[config.mk]
export PLATFORM = sky130hd
export DESIGN_NAME = mem_access_ctrl_flat
export DESIGN_NICKNAME = d
export VERILOG_FILES = /design/src/rtl/mem_access_ctrl_if.sv /design/src/rtl/mem_access_ctrl.sv /design/src/flat_wrapper.sv
export SDC_FILE = /design/constraint.sdc
export NUM_CORES = 1
export LEC_CHECK = 0
export ABC_AREA = 1
export BUFFER_PORTS_ARGS = -buffer_cell sky130_fd_sc_hd__buf_2
export CAP_MARGIN = 25
export CORE_MARGIN = 5
export CORE_UTILIZATION = 57
export DETAILED_ROUTE_END_ITERATION = 8
export PLACE_DENSITY_LB_ADDON = 0.2
export SLEW_MARGIN = 10
export SYNTH_ARGS = -nofsm -noshare
export SYNTH_HDL_FRONTEND = slang
export SYNTH_SLANG_ARGS = --single-unit
[constraint.sdc]
create_clock -name clk -period 3.3 [get_ports clk]
set_clock_uncertainty 0.05 [all_clocks]
set_input_delay 0.165 -clock clk [delete_from_list [all_inputs] [get_ports clk]]
set_output_delay 0.165 -clock clk [all_outputs]
set_load 0.03 [all_outputs]
[src/rtl/mem_access_ctrl_if.sv]
// Bundle between the load/store requester, the sequencer and the
// four-lane byte memory.
interface mem_access_ctrl_if #(
  parameter int ADDR_W = 7
);
  logic              req_valid;
  logic              req_ready;
  logic              req_we;
  logic [1:0]        req_size;
  logic              req_unsigned;
  logic [ADDR_W-1:0] req_addr;
  logic [31:0]       req_wdata;
  logic              resp_valid;
  logic [31:0]       resp_rdata;
  logic [3:0]        mem_cs;
  logic [ADDR_W-3:0] mem_addr;
  logic [31:0]       mem_wdata;
  logic              mem_write;
  logic [7:0]        mem_data_0;
  logic [7:0]        mem_data_1;
  logic [7:0]        mem_data_2;
  logic [7:0]        mem_data_3;

  modport slave (
    input  req_valid, req_we, req_size, req_unsigned,
    input  req_addr, req_wdata,
    input  mem_data_0, mem_data_1, mem_data_2, mem_data_3,
    output req_ready, resp_valid, resp_rdata,
    output mem_cs, mem_addr, mem_wdata, mem_write
  );

  modport master (
    output req_valid, req_we, req_size, req_unsigned,
    output req_addr, req_wdata,
    output mem_data_0, mem_data_1, mem_data_2, mem_data_3,
    input  req_ready, resp_valid, resp_rdata,
    input  mem_cs, mem_addr, mem_wdata, mem_write
  );
endinterface

[src/rtl/mem_access_ctrl.sv]
// Load/store sequencer for a four-lane segmented byte memory;
// splits word-crossing accesses into two phases and extends loads.
module mem_access_ctrl #(
  parameter int ADDR_W = 7
) (
  input logic              clk,
  input logic              rst,
  mem_access_ctrl_if.slave bus
);
  localparam int WA_W = ADDR_W - 2;
  localparam logic [WA_W-1:0] W_ONE = 1;

  typedef enum logic [2:0] {
    IDLE, PH1, PH2, CAP, RESP
  } state_t;

  state_t state, nxt;

  logic              we;
  logic              uns;
  logic [1:0]        size;
  logic [ADDR_W-1:0] addr;
  logic [31:0]       wdata;
  logic [31:0]       byte_buf;
  logic [3:0]        last_cs;

  logic [1:0]      lane;
  logic [WA_W-1:0] w0;
  logic [WA_W-1:0] w1;
  logic [7:0]      nmask;
  logic [7:0]      span;
  logic            split;
  logic [63:0]     wrot;
  logic [63:0]     rrot;
  logic [31:0]     rd;
  logic [31:0]     ext;

  logic            ready;
  logic            rvalid;
  logic [31:0]     rdata;
  logic [3:0]      cs;
  logic [WA_W-1:0] maddr;
  logic [31:0]     mwdata;
  logic            mwrite;

  assign lane  = addr[1:0];
  assign w0    = addr[ADDR_W-1:2];
  assign w1    = w0 + W_ONE;
  // span[3:0] is phase-1 lanes, span[7:4] spills into the next word
  assign span  = nmask << lane;
  assign split = |span[7:4];
  assign wrot  = {wdata, wdata} << {lane, 3'b000};
  assign rrot  = {byte_buf, byte_buf} >> {lane, 3'b000};
  assign rd    = rrot[31:0];

  always_comb begin
    nmask = 8'h0f;
    ext   = rd;
    unique case (size)
      2'b00: begin
        nmask = 8'h01;
        ext   = {{24{rd[7] & ~uns}}, rd[7:0]};
      end
      2'b01: begin
        nmask = 8'h03;
        ext   = {{16{rd[15] & ~uns}}, rd[15:0]};
      end
      default: begin
        nmask = 8'h0f;
        ext   = rd;
      end
    endcase
  end

  always_comb begin
    nxt    = state;
    ready  = 1'b0;
    rvalid = 1'b0;
    rdata  = '0;
    cs     = '0;
    maddr  = '0;
    mwdata = '0;
    mwrite = 1'b0;
    unique case (state)
      IDLE: begin
        ready = 1'b1;
        if (bus.req_valid) nxt = PH1;
      end
      PH1: begin
        cs     = span[3:0];
        maddr  = w0;
        mwdata = wrot[63:32];
        mwrite = we;
        if (split)   nxt = PH2;
        else if (we) nxt = RESP;
        else         nxt = CAP;
      end
      PH2: begin
        cs     = span[7:4];
        maddr  = w1;
        mwdata = wrot[63:32];
        mwrite = we;
        nxt    = we ? RESP : CAP;
      end
      CAP: nxt = RESP;
      RESP: begin
        rvalid = 1'b1;
        rdata  = we ? 32'h0 : ext;
        nxt    = IDLE;
      end
      default: nxt = IDLE;
    endcase
  end

  assign bus.req_ready  = ready;
  assign bus.resp_valid = rvalid;
  assign bus.resp_rdata = rdata;
  assign bus.mem_cs     = cs;
  assign bus.mem_addr   = maddr;
  assign bus.mem_wdata  = mwdata;
  assign bus.mem_write  = mwrite;

  always_ff @(posedge clk or posedge rst) begin
    if (rst) begin
      state    <= IDLE;
      we       <= 1'b0;
      uns      <= 1'b0;
      size     <= 2'b00;
      addr     <= '0;
      wdata    <= '0;
      byte_buf <= '0;
      last_cs  <= '0;
    end else begin
      state   <= nxt;
      last_cs <= cs;
      if (state == IDLE && bus.req_valid) begin
        we    <= bus.req_we;
        uns   <= bus.req_unsigned;
        size  <= bus.req_size;
        addr  <= bus.req_addr;
        wdata <= bus.req_wdata;
      end
      // read data lags its chip select by one cycle
      if ((state == PH2 || state == CAP) && !we) begin
        if (last_cs[0]) byte_buf[7:0]   <= bus.mem_data_0;
        if (last_cs[1]) byte_buf[15:8]  <= bus.mem_data_1;
        if (last_cs[2]) byte_buf[23:16] <= bus.mem_data_2;
        if (last_cs[3]) byte_buf[31:24] <= bus.mem_data_3;
      end
    end
  end
endmodule

[src/flat_wrapper.sv]
// flat-port wrapper written by rule: the top's interface ports become plain ports
module mem_access_ctrl_flat 
#(
  parameter int ADDR_W = 7
)
  (clk, rst, bus_req_valid, bus_req_we, bus_req_size, bus_req_unsigned, bus_req_addr, bus_req_wdata, bus_mem_data_0, bus_mem_data_1, bus_mem_data_2, bus_mem_data_3, bus_req_ready, bus_resp_valid, bus_resp_rdata, bus_mem_cs, bus_mem_addr, bus_mem_wdata, bus_mem_write);
  mem_access_ctrl_if #(.ADDR_W(ADDR_W)) bus_i ();
  input logic clk;
  input logic rst;
  input wire logic [$bits(bus_i.req_valid)-1:0] bus_req_valid;
  input wire logic [$bits(bus_i.req_we)-1:0] bus_req_we;
  input wire logic [$bits(bus_i.req_size)-1:0] bus_req_size;
  input wire logic [$bits(bus_i.req_unsigned)-1:0] bus_req_unsigned;
  input wire logic [$bits(bus_i.req_addr)-1:0] bus_req_addr;
  input wire logic [$bits(bus_i.req_wdata)-1:0] bus_req_wdata;
  input wire logic [$bits(bus_i.mem_data_0)-1:0] bus_mem_data_0;
  input wire logic [$bits(bus_i.mem_data_1)-1:0] bus_mem_data_1;
  input wire logic [$bits(bus_i.mem_data_2)-1:0] bus_mem_data_2;
  input wire logic [$bits(bus_i.mem_data_3)-1:0] bus_mem_data_3;
  output wire logic [$bits(bus_i.req_ready)-1:0] bus_req_ready;
  output wire logic [$bits(bus_i.resp_valid)-1:0] bus_resp_valid;
  output wire logic [$bits(bus_i.resp_rdata)-1:0] bus_resp_rdata;
  output wire logic [$bits(bus_i.mem_cs)-1:0] bus_mem_cs;
  output wire logic [$bits(bus_i.mem_addr)-1:0] bus_mem_addr;
  output wire logic [$bits(bus_i.mem_wdata)-1:0] bus_mem_wdata;
  output wire logic [$bits(bus_i.mem_write)-1:0] bus_mem_write;
  assign bus_i.req_valid = bus_req_valid;
  assign bus_i.req_we = bus_req_we;
  assign bus_i.req_size = bus_req_size;
  assign bus_i.req_unsigned = bus_req_unsigned;
  assign bus_i.req_addr = bus_req_addr;
  assign bus_i.req_wdata = bus_req_wdata;
  assign bus_i.mem_data_0 = bus_mem_data_0;
  assign bus_i.mem_data_1 = bus_mem_data_1;
  assign bus_i.mem_data_2 = bus_mem_data_2;
  assign bus_i.mem_data_3 = bus_mem_data_3;
  assign bus_req_ready = bus_i.req_ready;
  assign bus_resp_valid = bus_i.resp_valid;
  assign bus_resp_rdata = bus_i.resp_rdata;
  assign bus_mem_cs = bus_i.mem_cs;
  assign bus_mem_addr = bus_i.mem_addr;
  assign bus_mem_wdata = bus_i.mem_wdata;
  assign bus_mem_write = bus_i.mem_write;
  mem_access_ctrl #(.ADDR_W(ADDR_W)) u_core (.clk(clk), .rst(rst), .bus(bus_i));
endmodule
==> results.yml, run 1 <==
cells_and_area:
  finalNetCount: 1019
  drive_above_1_share: 0.238
  areaGrowthSynthToFinish_pct: 19.8
  num-fill-cells: 822
  antennaDiodeCount: 0
  final_cell_mix: "182 x nand2_1, 153 x buf_2, 142 x nor2_1"
  design_area_mm2: 0.00656
  multi_input_area_mm2: 0.00283
  seqCellArea_mm2: 0.00205
  final_common_cell: "nand2_1"
sta:
  fin_crit_ps: 2730
  setup_viol_count_final: 0
  hold_violations: 0
  grt_setup_unrepaired: "false"
  relSlewSlack: 0.461
  tightest_slew_ps: 807
  min_period_over_period: 0.829
  timing.fmax_ghz: 0.366
  tns_ps: 0
  finalMaxSlewViolations: 0
power_and_ir_drop:
  power_density_mw_per_mm2: 1100
  p_clk_frac: 0.125
  combPwrFrac: 0.607
  peakVddDrop_uv: 682
  pwr-share-seq: 0.268
  switching_share: 0.549
  intPower_w: 0.00327
  leakage_nw: 3.66
  p_sw_w: 0.00398
synthesis:
  synth_nets: 880
  synth-simple-area-share: 0.342
  ys_types: 29
  yosys-top-cells-area: "dfrtp_1 38%, nand2_1 12%, nor2_1 9.7%"
  syn_inst: 801
  synthAdderAreaFrac: 0.00229
  synthMuxAreaShare: 0
  synth_top_family_by_area: "simple AND/OR/NAND/NOR gates"
  ys_warn_count: 0
  synth-compound-area-share: 0.170
  seq_area_frac_synth: 0.375
  synth_area_mm2: 0.00547
  yosys.area_share.xor_xnor: 0.00160
  synth_top_area_cell: "dfrtp_1"
  yosys_register_bits: 82
  syn_area_per_cell_um2: 6.83
  synth_top_area_share: 0.375
die:
  fp.dieW_um: 108
  die_height_um: 108
  row_count: 35
  start_util: 0.589
  coreArea_mm2: 0.00928
  io_pins: 154
  die_area_mm2: 0.0117
placement:
  hpwl_um: 12600
  gp_congestion: 0.952
  numPortBuffers: 153
  postPlaceCellArea_mm2: 0.00614
worst_setup_path:
  cp_max_fo: 28
  critPathLaunchType: "flip-flop"
  arrival_ps: 2520
  cp-end-kind: "primary output"
  worstSetupPathType: "flip-flop to primary output"
  cp.required_ps: 3080
  rr_worst_depth: 7
routing:
  drc: 0
  wl_per_cell_um: 16.4
  dr.pass1.iters: 6
  ant_nets: 0
  viasPerCell: 5.66
  drt_iter0_drc: 457
  wl_um: 17600
  vias: 6081
global_route:
  grt_use_met3: 0.0513
  gr-usage-met1: 0.392
  grt_max_degree: 57
  overflow: 0
  busiest_layer: "met2"
  grt_pass1_wl_um: 28500
  grt_pass1_vias: 5921
  grt_util_all_layers: 0.305
  use_met2: 0.526
  antenna_found_initial: 0
clocking:
  cts_hold_buf: 16
  clock_insertion_delay_worst_skew_ps: 360
  clockBufferDepth: 2
  clkSinkCount: 82
  htree_levels: 3
  cts_tree: "yes"
  ctsResizeCount: 0
  clk_pin_slew_worst_paths_ps: 90
  cts_buffers: 9
  postCtsSetupBuffers: 0
  clockRootBuffer: "clkbuf_8"
flow_run:
  maxCapViolCount: 0
status:
  status: "complete, no violations"
min_path:
  hold_depth: 3
  hp-class: "primary input to flip-flop"
cells in the mapped netlist:
| library cell | n |
|---|---|
| nand3_2 | 1 |
| clkbuf_1 | 17 |
| xor2_1 | 1 |
| o21ai_0 | 80 |
| clkinv_2 | 1 |
| o21ai_1 | 6 |
| ha_1 | 1 |
| nor2_2 | 5 |
| dfrtp_1 | 82 |
| buf_4 | 10 |
| o22ai_1 | 3 |
| a21oi_1 | 46 |
| o32ai_1 | 2 |
| nor2_4 | 2 |
| nand2_4 | 3 |
| nand3_1 | 78 |
| nand2_2 | 5 |
| nand2_1 | 182 |
| a21oi_2 | 14 |
| buf_2 | 11 |
| buf_6 | 11 |
| nand3_4 | 2 |
| nor3_4 | 2 |
| nor2_1 | 142 |
| inv_2 | 5 |
| o211ai_1 | 15 |
| nor3_2 | 7 |
| inv_1 | 65 |
| buf_1 | 2 |
state kept, by name (all words and copies together), names as in the netlist:
register / flops
u_core.byte_buf: 32
u_core.wdata: 32
u_core.addr: 7
u_core.last_cs: 4
u_core.state: 3
u_core.size: 2
u_core.uns: 1
u_core.we: 1
area by class of cell:
cell class,count,area share
repair buffers,179,0.153
well taps,129,0.0246
clock buffers,12,0.0221
clock inverters,4,0.0151
inverters,71,0.0410
flip-flops and latches,82,0.313
multi-input cells,597,0.431
metal layers:
metal  vias to the layer above  wire length (µm)
li1                       2865                 -
met1                      2867              7080
met5                         -                 0
met4                         0               395
met2                       314              8670
met3                        35              1410
cell families (layout without fill, tap and decap cells):
kind of cell	count (synthesis)	after routing
xor+xnor	1	1
buf+inv	122	266
compound gates	166	166
simple gates	429	429
flops	82	82
fa+ha+maj	1	1
power groups by stage:
| stage | Combinational, W | Sequential, W | Clock [W] |
|---|---|---|---|
| floorplan | 0.00350 | 0.00174 | 0 |
| global placement | 0.00421 | 0.00192 | 0 |
| detailed placement | 0.00432 | 0.00194 | 0 |
| CTS | 0.00436 | 0.00193 | 0.000912 |
| global route | 0.00487 | 0.00199 | 0.000954 |
| finish | 0.00440 | 0.00194 | 0.000908 |
metrics by stage:
| stage | setup slack, ps | instances | utilization | hold slack, ps | power, W |
|---|---|---|---|---|---|
| after floorplan | 977 | 801 | - | 257 | 0.00524 |
| after global placement | 1080 | 1041 | 0.662 | 119 | 0.00613 |
| after detailed placement | 1020 | 1041 | 0.662 | 130 | 0.00626 |
| after CTS | 633 | 1073 | 0.705 | 0.00661 | 0.00719 |
| after global routing | 397 | 1074 | 0.706 | 4.79 | 0.00782 |
| final | 565 | 1074 | 0.706 | 3.59 | 0.00724 |
critical path: stages (launching register included):
cell     delay [ps]
dfrtp_2         570
inv_2           430
nand2_1         180
nand3_1         180
nand3_4         160
nand3_4         240
nand2_1         140
inv_1            60
buf_2           190
final timing paths:
kind                                         startpoint                           end  slack, ps
setup reg to reg            u_core.state[0]$_DFFE_PP0P_         u_core.we$_DFFE_PP0P_        990
setup / recovery             u_core.addr[0]$_DFFE_PP0P_            bus_resp_rdata[29]        570
hold / removal                        bus_req_wdata[17]  u_core.wdata[17]$_DFFE_PP0P_          4
hold reg to reg            u_core.wdata[28]$_DFFE_PP0P_  u_core.wdata[28]$_DFFE_PP0P_        450
min in group asynchronous                           rst    u_core.addr[6]$_DFFE_PP0P_        290
max in group asynchronous                           rst    u_core.addr[0]$_DFFE_PP0P_       2070
No activity file was read; power rests on OpenSTA's default activity.
==> inputs of run 2 (changes only) <==
Settings changed: CORE_UTILIZATION 57 to 53.
Clock period 3.3 ns to 2.55 ns, I/O delays scaled along.
==> run 2 against run 1 <==
Net effect: design area up 8.6%; utilization fell by 0.73 points; via count barely moved; wire length fell by 4.3%; non-clock buffer count grew 61; cell count grew 6.3%; critical path depth unchanged; first-iteration DRC count up 26%; worst setup slack worse by 350 ps; largest cell class unchanged.
==> results.yml, run 2 (synthesized netlist as in run 1, its figures left out) <==
sta:
  finalMaxSlewViolations: 0
  hold_violations: 0
  fin_crit_ps: 2340
  whs_ps: 26.6
  tns_ps: 0
  tightest_slew_ps: 556
  setup_viol_count_final: 0
  grt_setup_unrepaired: "false"
  relSlewSlack: 0.629
  min_period_over_period: 0.917
  timing.fmax_ghz: 0.428
die:
  fp.dieW_um: 112
  row_count: 37
  io_pins: 154
  die_area_mm2: 0.0125
  start_util: 0.537
  die_height_um: 112
  coreArea_mm2: 0.0102
routing:
  vias: 6085
  ant_nets: 0
  viasPerCell: 5.33
  dr.pass1.iters: 6
  wl_um: 16800
  drt_iter0_drc: 578
  drc: 0
  wl_per_cell_um: 14.7
global_route:
  grt_max_degree: 50
  grt_pass1_vias: 6043
  grt_util_all_layers: 0.274
  overflow: 0
  antenna_found_initial: 0
  grt_pass1_wl_um: 28200
cells_and_area:
  multi_input_area_mm2: 0.00283
  drive_above_1_share: 0.230
  finalNetCount: 1080
  final_cell_mix: "182 x nand2_1, 153 x buf_2, 142 x nor2_1"
  seqCellArea_mm2: 0.00205
  num-fill-cells: 916
  layoutNonFillerInstCount: 1142
  areaGrowthSynthToFinish_pct: 30.1
  reg_top3: "u_core.byte_buf x32, u_core.wdata x32, u_core.addr x7"
  design_area_mm2: 0.00712
  antennaDiodeCount: 0
  final_common_cell: "nand2_1"
worst_setup_path:
  arrival_ps: 2160
  cp-end-kind: "primary output"
  cp.required_ps: 2370
  cp_max_fo: 19
  critPathLaunchType: "flip-flop"
  worstSetupPathType: "flip-flop to primary output"
clocking:
  htree_levels: 3
  clockBufferDepth: 2
  cts_tree: "yes"
  cts_buffers: 9
  clock_insertion_delay_worst_skew_ps: 360
  clkSinkCount: 82
  clockRootBuffer: "clkbuf_8"
  clk_pin_slew_worst_paths_ps: 90
placement:
  gp_congestion: 0.945
  numPortBuffers: 153
  postPlaceCellArea_mm2: 0.00619
  hpwl_um: 11500
  dp.cells: 1052
status:
  status: "complete, no violations"
power_and_ir_drop:
  leakage_nw: 3.90
  peakVddDrop_uv: 1140
  power_density_mw_per_mm2: 1280
  p_total_w: 0.00910
flow_run:
  maxCapViolCount: 0
min_path:
  hp-class: "primary input to flip-flop"
-- run 2: what timing repair did --
action	in CTS	in global routing
resized for setup	0	1
buffers inserted	0	0
endpoints found under the setup margin	0	26
endpoints found under the hold margin	97	0
hold buffers	74	0
-- run 2: final timing paths --
path                                         startpoint                              to  slack [ps]  depth (start not counted)
max                          u_core.addr[0]$_DFFE_PP0P_              bus_resp_rdata[30]         210                          8
min                                   bus_mem_data_0[5]  u_core.byte_buf[5]$_DFFE_PP0P_          30                          3
max reg2reg                 u_core.state[0]$_DFFE_PP0P_      u_core.addr[1]$_DFFE_PP0P_         760                          7
min reg2reg                u_core.wdata[28]$_DFFE_PP0P_    u_core.wdata[28]$_DFFE_PP0P_         460                          2
max in group asynchronous                           rst     u_core.state[0]$_DFFE_PP0P_        1360                          4
min in group asynchronous                           rst      u_core.size[0]$_DFFE_PP0P_         290                          3
-- run 2: per-layer routing --
metal	track usage	wire length, µm	up-vias
li1	-	-	2992
met1	0.327	6640	2732
met2	0.475	8250	305
met3	0.0571	1260	56
met4	0.125	656	0
met5	0	0	-
-- run 2: power breakdown --
| part | switching [W] | total [W] | internal [W] |
|---|---|---|---|
| registers | 0.000556 | 0.00248 | 0.00192 |
| logic | 0.00401 | 0.00575 | 0.00174 |
| clock network | 0.000510 | 0.000872 | 0.000362 |
-- run 2: cell type report --
class,count,share of cell area
multi-input cells,597,0.398
repair buffers,240,0.227
clock inverters,7,0.00773
clock buffers,9,0.0174
well taps,136,0.0239
inverters,71,0.0378
flip-flops and latches,82,0.288
-- run 2: worst max-delay path, cell delays in order (launching register included) --
cell,delay [ps]
dfrtp_2,500
inv_2,280
nand2_1,130
nand3_1,150
nand3_4,160
nand3_4,240
nand2_1,90
inv_1,50
buf_2,180
-- run 2: per-stage QoR --
step           worst slack [ps]   util
2_1_floorplan               264      -
3_3_place_gp                520  0.608
3_5_place_dp                553  0.608
4_1_cts                     131  0.699
5_1_grt                    27.2  0.699
6_report                    211  0.699
